File: config.mk
export PLATFORM = sky130hd
export DESIGN_NAME = reg_access_master
export DESIGN_NICKNAME = d
export VERILOG_FILES = /design/src/rtl/reg_access_master.sv
export SDC_FILE = /design/constraint.sdc
export NUM_CORES = 1
export LEC_CHECK = 0
export BUFFER_PORTS_ARGS = -buffer_cell sky130_fd_sc_hd__buf_2
export CAP_MARGIN = 20
export CORE_MARGIN = 2
export CORE_UTILIZATION = 35
export CTS_CLUSTER_DIAMETER = 80
export CTS_CLUSTER_SIZE = 28
export DETAILED_ROUTE_END_ITERATION = 12
export GPL_TIMING_DRIVEN = 0
export PLACE_DENSITY = 0.62
export SLEW_MARGIN = 20
export SYNTH_ARGS = -nofsm -noshare
export SYNTH_HDL_FRONTEND = slang
export SYNTH_SLANG_ARGS = --single-unit
export TNS_END_PERCENT = 30
File: constraint.sdc
create_clock -name clk -period 5.8 [get_ports clk]
set_input_delay 0.29 -clock clk [delete_from_list [all_inputs] [get_ports clk]]
set_output_delay 0.29 -clock clk [all_outputs]
set_load 0.005 [all_outputs]
File: src/rtl/reg_access_master.sv
// Register access master: queues write/read commands in a small FIFO and runs
// each one against a simple strobe-based target. Optional macro: READBACK_CHECK_EN.
module reg_access_master #(
  parameter int unsigned DW        = 8,
  parameter int unsigned CMD_DEPTH = 2
) (
  input  logic          clk,
  input  logic          rst,
  input  logic          cmd_valid,
  output logic          cmd_ready,
  input  logic          cmd_op,
  input  logic [DW-1:0] cmd_wdata,
  output logic          rsp_valid,
  input  logic          rsp_ready,
  output logic [DW-1:0] rsp_rdata,
  output logic          rsp_err,
  output logic          busy,
  output logic          tgt_write,
  output logic          tgt_read,
  output logic [DW-1:0] tgt_data_in,
  input  logic [DW-1:0] tgt_data_out
);

  localparam int unsigned AW = $clog2(CMD_DEPTH);

  typedef enum logic [2:0] {
    IDLE,
    WR,
    RD,
    CAP,
    RSP
  } state_t;

  state_t state, state_nxt;

  logic [DW:0]   fifo_mem [CMD_DEPTH];
  logic [AW:0]   wr_ptr, rd_ptr;
  logic          fifo_empty, fifo_full;
  logic          push, pop;
  logic [DW:0]   head;
  logic [DW-1:0] wdata_q;
  logic [DW-1:0] rdata_q;

  // Pointers carry one extra wrap bit so full and empty are distinguishable.
  assign fifo_empty = (wr_ptr == rd_ptr);
  assign fifo_full  = (wr_ptr[AW] != rd_ptr[AW]) &&
                      (wr_ptr[AW-1:0] == rd_ptr[AW-1:0]);
  assign cmd_ready  = !rst && !fifo_full;
  assign push       = cmd_valid && cmd_ready;
  assign pop        = (state == IDLE) && !fifo_empty;
  assign head       = fifo_mem[rd_ptr[AW-1:0]];

  always_ff @(posedge clk) begin
    if (push) begin
      fifo_mem[wr_ptr[AW-1:0]] <= {cmd_op, cmd_wdata};
    end
  end

  always_ff @(posedge clk) begin
    if (rst) begin
      wr_ptr <= '0;
      rd_ptr <= '0;
    end else begin
      if (push) begin
        wr_ptr <= wr_ptr + (AW+1)'(1);
      end
      if (pop) begin
        rd_ptr <= rd_ptr + (AW+1)'(1);
      end
    end
  end

  always_ff @(posedge clk) begin
    if (rst) begin
      state <= IDLE;
    end else begin
      state <= state_nxt;
    end
  end

  always_comb begin
    state_nxt = state;
    unique case (state)
      IDLE: begin
        if (!fifo_empty) begin
          state_nxt = head[DW] ? RD : WR;
        end
      end
`ifdef READBACK_CHECK_EN
      WR:  state_nxt = RD;
`else
      WR:  state_nxt = RSP;
`endif
      RD:  state_nxt = CAP;
      CAP: state_nxt = RSP;
      RSP: begin
        if (rsp_ready) begin
          state_nxt = IDLE;
        end
      end
      default: state_nxt = IDLE;
    endcase
  end

  always_comb begin
    tgt_write   = 1'b0;
    tgt_read    = 1'b0;
    tgt_data_in = '0;
    rsp_valid   = 1'b0;
    unique case (state)
      WR: begin
        tgt_write   = 1'b1;
        tgt_data_in = wdata_q;
      end
      RD:      tgt_read  = 1'b1;
      RSP:     rsp_valid = 1'b1;
      default: ;
    endcase
  end

`ifdef READBACK_CHECK_EN
  logic op_q;
  logic err_q;

  always_ff @(posedge clk) begin
    if (rst) begin
      op_q    <= 1'b0;
      wdata_q <= '0;
      rdata_q <= '0;
      err_q   <= 1'b0;
    end else begin
      if (pop) begin
        op_q    <= head[DW];
        wdata_q <= head[DW-1:0];
        rdata_q <= '0;
        err_q   <= 1'b0;
      end
      if (state == CAP) begin
        rdata_q <= tgt_data_out;
        err_q   <= !op_q && (tgt_data_out != wdata_q);
      end
    end
  end

  assign rsp_err = err_q;
`else
  // Response data is cleared at pop so a write responds with zero.
  always_ff @(posedge clk) begin
    if (rst) begin
      wdata_q <= '0;
      rdata_q <= '0;
    end else begin
      if (pop) begin
        wdata_q <= head[DW-1:0];
        rdata_q <= '0;
      end
      if (state == CAP) begin
        rdata_q <= tgt_data_out;
      end
    end
  end

  assign rsp_err = 1'b0;
`endif

  assign rsp_rdata = rdata_q;
  assign busy      = !fifo_empty || (state != IDLE);

endmodule
# After elaboration in Yosys (flattened, before gate mapping)
# Memory sizes are Yosys's and may differ from the RTL's. A register that Yosys moved wholly into a read port is not among the register bits.
# Index checks and enable logic that the tools add are counted.
word_totals:
  regBits: 23
  mem_bits_rw: 18
  inputBits: 21
  out_inout_bits: 22
  elab_cells: 44
  n_memories: 1
classes:
  add_sub_neg: 2
  n_eq_ne: 9
  n_mux: 14
  reduce_logical: 13
memory_table:
  columns: ["name", "words", "word_bits", "rd", "rd_ports_with_merged_regs", "write_ports", "line", "rtl"]
  rows:
  - ["fifo_mem", 2, 9, 1, 1, 1, "36", "logic [DW:0] fifo_mem [CMD_DEPTH];"]
op_table:
  columns: ["cell", "n"]
  rows:
  - ["$mux W8", 3]
  - ["$pmux W3 S4", 1]
  - ["$mux W1", 7]
  - ["$eq A3 B2 Y1 const B", 2]
  - ["$mux W3", 2]
  - ["$add A2 B1 Y2 const B", 2]
  - ["$logic_and A1 B1 Y1", 4]
  - ["$ne A2 B2 Y1 const B", 2]
  - ["$eq A3 B1 Y1 const B", 1]
  - ["$eq A3 B3 Y1 const B", 1]
  - ["$logic_not A1 Y1", 3]
  - ["$logic_not A3 Y1", 1]
  - ["$reduce_bool A3 Y1", 1]
  - ["$eq A2 B2 Y1", 1]
  - ["$mux W2", 1]
  - ["$reduce_and A2 Y1", 1]
  - ["$reduce_bool A2 Y1", 1]
  - ["$reduce_or A2 Y1", 1]
  - ["$eq A1 B1 Y1", 1]
  - ["$logic_or A1 B1 Y1", 1]
  - ["$ne A1 B1 Y1", 1]

# Logic depth before layout (Yosys ltp)
depth:
  ltp_word: 7
  ltp_mapped: 5
  mapped_depth_nobuf: 3

# Worst setup path after synthesis
# Ideal clock, no wire load.
synth_path:
  kind: "register to register"
  start: "register rd_ptr[1]"
  end: "memory fifo_mem[0][0] (netlist bit), enable pin"
  setup_time_ps: 403
  arrival_ps: 1884
  required_ps: 5397
  setup_slack_ps: 3513
  path_stages_with_launch: 5
  n_path_buf: 1
  synth_period_minus_slack_ps: 2287
  path_cell_list: "dfxtp_1 > xnor2_1 > buf_2 > nor2_1 > nor4b_1"
synth_via:
  elab_chain_len: 7
synth_rtl:
  columns: ["element", "line", "rtl"]
  rows:
  - ["from (decl)", "37", "logic [AW:0] wr_ptr, rd_ptr;"]
  - ["from (signal assigned)", "68", "rd_ptr <= rd_ptr + (AW+1)'(1);"]
  - ["$ne A1 B1 Y1", "46", "assign fifo_full = (wr_ptr[AW] != rd_ptr[AW]) &&"]
  - ["$logic_and A1 B1 Y1", "46", null]
  - ["$logic_not A1 Y1", "48", "assign cmd_ready = !rst && !fifo_full;"]
  - ["$logic_and A1 B1 Y1", "48", null]
  - ["$logic_and A1 B1 Y1", "49", "assign push = cmd_valid && cmd_ready;"]
  - ["$mux W1", "54", "if (push) begin"]
  - ["$mux W1 (implied by the code)", "55", "fifo_mem[wr_ptr[AW-1:0]] <= {cmd_op, cmd_wdata};"]
  - ["to (decl)", "36", null]
# No other way between the ends.

# Final worst setup path
layout_path:
  start: "register rd_ptr[1]"
  end: "memory fifo_mem[0][8] (netlist bit), enable pin"
# Same word-level chain as after synthesis.

==> metrics.yaml <==
cts:
  cts.htree.levels: 2
  tritoncts.num_buffers: 5
  clk_transition_reported_paths_ns: 0.08
  worstSkewPairLatency_ns: 0.30
  holdBufCountCts: 0
  root_buffer: "sky130_fd_sc_hd__clkbuf_8"
  clock_tree_buf_depth: 2
  numClockSinks: 42
  gates_resized_cts_repair: 0
  cts_tree: "built"
  cts_setup_buffers: 0
timing:
  max_clock_freq_ghz: 0.513
  slew_headroom_pct: 66.2
  setup_total_negative_slack_ns: 0
  finalHoldViolCount: 0
  rsz0062_at_grt: "no"
  timing_max_transition_violations_final: 0
  skew_ns: 0.00720
  post-route-period-util_pct: 33.6
  tightestPinTransition_ns: 0.505
  timing.final.crit_period_ns: 1.95
  finalSetupViolations: 0
  worst_slack_ns: 3.85
worst_setup_path:
  timing.critical_path.fanout_max: 10
  end_kind: "flop"
  worst_reg2reg_setup_slack_ns: 3.85
  crit_required_ns: 5.81
  worst_reg2reg_path_length_in_cells: 5
  setup.worst_path.class: "flop to flop"
  arrival_ns: 1.96
  startpoint_class: "flop"
  regToRegStartpoint: "rd_ptr[1]"
  regToRegEndpoint: "fifo_mem[0][8]"
power:
  power.static_leakage_uw: 0.000868
  power.density_cell_area_nw_per_um2: 445
  vdd_drop_max_mv: 0.150
  finalPower_uw: 978
logic_synthesis:
  synthCells: 149
  syn_nets: 170
  synth_seq_cells: 42
  yosys_warnings: 0
  synth.cell_area_um2: 1780
  count_of_distinct_cell_types_in_the_synthesized_netlist: 37
  synthesis.area_per_instance_um2: 12.0
  ys_seq_area_share_pct: 57.3
die:
  fp-row-count: 25
  chipWidth_um: 75.4
  coreArea_um2: 4820
  y_dimension_of_the_die_um: 75.4
  initial_utilization_pct: 37.0
  ios: 43
  design.die.area_um2: 5680
routing:
  wl_per_cell_um: 12.9
  wl_um: 3430
  drt_pass1_iterations: 4
  drt_iter0_drc: 69
  drc: 0
  via_count: 1208
  routed_via_density: 4.54
  ant_nets: 0
placement:
  dp_slack_ns: 3.86
  dp.cells: 258
  hpwlAfterDp_um: 2490
  buffer_ports.inserted: 41
  finalWeightedCongestion: 0.791
global_routing:
  grt-busiest-layer: "met2"
  first_global_vias: 1114
  met3_usage_pct: 4.23
  grt.total_usage_pct: 13.1
  maximum_number_of_pins_on_one_net_before_global_route_repair: 15
  grt_antenna_before_repair: 0
  groute.layer.met1.usage_pct: 17.7
  grt_use_met2_pct: 18.9
  first_pass_grt_wire_length_um: 5400
  globalRoute.totalOverflow: 0
layout:
  fin_cells: 266
  finish.net_count: 219
  antenna_cells: 0
  total_of_fill_cells_in_the_finished_design: 461
  multi_input_comb_area_um2: 666
  post_route_cells_drive_above_1_share_pct: 36.7
  final_util_pct: 45.6
  layout-area-overhead-vs-synth_pct: 23.3
  sequential_cell_area_um2: 1020
job:
  drv_cap: 0
min_path:
  min-delay-start: "cmd_wdata[2]"
  hp-class: "primary input to flop"
  min_to: "fifo_mem[0][2]"
  hold_path_stages: 1
status:
  status: "complete, no violations"
==> registers in the layout, indices dropped and copies added, names as in the netlist, named ones only <==
name / cells
fifo_mem: 18
rsp_rdata: 8
wdata_q: 8
state: 3
rd_ptr: 2
wr_ptr: 2
==> critical path, stage by stage, from the launching register on <==
cell and delay (ns):
sky130_fd_sc_hd__dfxtp_1 0.47, sky130_fd_sc_hd__xnor2_1 0.19, sky130_fd_sc_hd__buf_2 0.26, sky130_fd_sc_hd__nor2_1 0.07, sky130_fd_sc_hd__nor4b_2 0.42, sky130_fd_sc_hd__buf_4 0.24
==> per-stage QoR <==
step	instance area (um^2)	hold WS [ns]
after floorplan	1780	0.389
after global routing	2200	0.158
final	2200	0.173
after detailed placement	2080	0.462
after global placement	2070	0.455
after CTS	2200	0.164
==> worst max-delay path by stage <==
stage | startpoint | end | slack [ns] | depth (start not counted)
final | rd_ptr[1] | fifo_mem[0][8] | 3.85 | 5
after global routing | rd_ptr[1] | fifo_mem[0][8] | 3.69 | 5
after CTS | rd_ptr[1] | fifo_mem[0][8] | 3.84 | 5
after detailed placement | rd_ptr[1] | fifo_mem[0][8] | 3.86 | 5
after global placement | rd_ptr[1] | fifo_mem[0][6] | 2.90 | 4
after floorplan | rd_ptr[1] | fifo_mem[0][0] | 3.51 | 4
==> cell families after synthesis <==
group                  count (synthesis)  synth area share, %
flip-flops                            42                 57.3
other                                  1                0.210
buffers and inverters                 23                 5.69
multiplexers                          13                 8.08
XOR/XNOR                               4                 2.39
AO/OA/AOI/OAI                         35                 16.2
AND/OR/NAND/NOR                       31                 10.2
==> power breakdown <==
| part | switching, uW | internal (uW) | leakage, uW |
|---|---|---|---|
| clock network | 104 | 129 | 0.0000585 |
| registers | 27.2 | 358 | 0.000362 |
| logic | 206 | 153 | 0.000448 |
| total | 338 | 640 | 0.000868 |
==> synthesized netlist by cell type <==
cell	instances	share of area, %
sky130_fd_sc_hd__o211ai_1	1	0.42
sky130_fd_sc_hd__buf_4	1	0.42
sky130_fd_sc_hd__inv_1	10	2.1
sky130_fd_sc_hd__xor2_1	1	0.49
sky130_fd_sc_hd__a21boi_0	1	0.42
sky130_fd_sc_hd__nand4b_1	1	0.49
sky130_fd_sc_hd__nor2_1	6	1.3
sky130_fd_sc_hd__nor3_1	10	2.8
sky130_fd_sc_hd__buf_2	3	0.84
sky130_fd_sc_hd__buf_6	1	0.63
sky130_fd_sc_hd__a211oi_2	1	0.70
sky130_fd_sc_hd__nand2b_1	2	0.70
sky130_fd_sc_hd__o21a_1	1	0.42
sky130_fd_sc_hd__nand2_1	3	0.63
sky130_fd_sc_hd__xor2_2	1	0.91
sky130_fd_sc_hd__nor3b_1	1	0.42
sky130_fd_sc_hd__nor2b_1	2	0.70
sky130_fd_sc_hd__mux2i_1	2	1.1
sky130_fd_sc_hd__nor3_4	1	0.91
sky130_fd_sc_hd__xnor2_1	2	0.98
sky130_fd_sc_hd__clkbuf_1	8	1.7
sky130_fd_sc_hd__a211oi_1	15	6.3
sky130_fd_sc_hd__o21ai_0	1	0.28
sky130_fd_sc_hd__nor4b_1	1	0.49
sky130_fd_sc_hd__dfxtp_1	24	27
sky130_fd_sc_hd__o21ba_2	1	0.56
sky130_fd_sc_hd__a21oi_1	4	1.1
sky130_fd_sc_hd__o21ai_4	1	0.91
sky130_fd_sc_hd__nand3_1	1	0.28
sky130_fd_sc_hd__edfxtp_1	18	30
sky130_fd_sc_hd__mux2_2	11	7.0
sky130_fd_sc_hd__or3_1	1	0.35
sky130_fd_sc_hd__a32o_1	8	4.5
sky130_fd_sc_hd__nor3_2	1	0.56
sky130_fd_sc_hd__and4b_1	1	0.56
sky130_fd_sc_hd__a311oi_1	1	0.49
sky130_fd_sc_hd__conb_1	1	0.21
==> layout by cell type, fill, tap and decap left out, types with 3 or more instances in the layout <==
cell                       count
sky130_fd_sc_hd__edfxtp_1     18
sky130_fd_sc_hd__a32o_1        8
sky130_fd_sc_hd__dfxtp_1      24
sky130_fd_sc_hd__nand2_1       3
sky130_fd_sc_hd__a21oi_1       4
sky130_fd_sc_hd__inv_1        10
sky130_fd_sc_hd__mux2_2       11
sky130_fd_sc_hd__buf_2        44
sky130_fd_sc_hd__nor3_1       10
sky130_fd_sc_hd__nor2_1        6
sky130_fd_sc_hd__clkbuf_1      8
sky130_fd_sc_hd__a211oi_1     15
sky130_fd_sc_hd__clkbuf_8      5
==> final cells by class <==
class / count / share of cell area, %
clock inverter: 3 / 1.99
inverter: 10 / 1.71
multi-input combinational: 84 / 30.3
clock buffer: 5 / 3.13
timing repair buffer: 42 / 9.68
tap: 67 / 3.82
sequential: 42 / 46.5
buffer: 13 / 2.90
==> layer usage <==
metal / vias to the layer above / part of all wire, %
li1: 647 / -
met1: 535 / 48
met2: 22 / 46
met3: 4 / 4.6
met4: 0 / 1.2
met5: - / 0
Power figures use the tool's default switching activity.
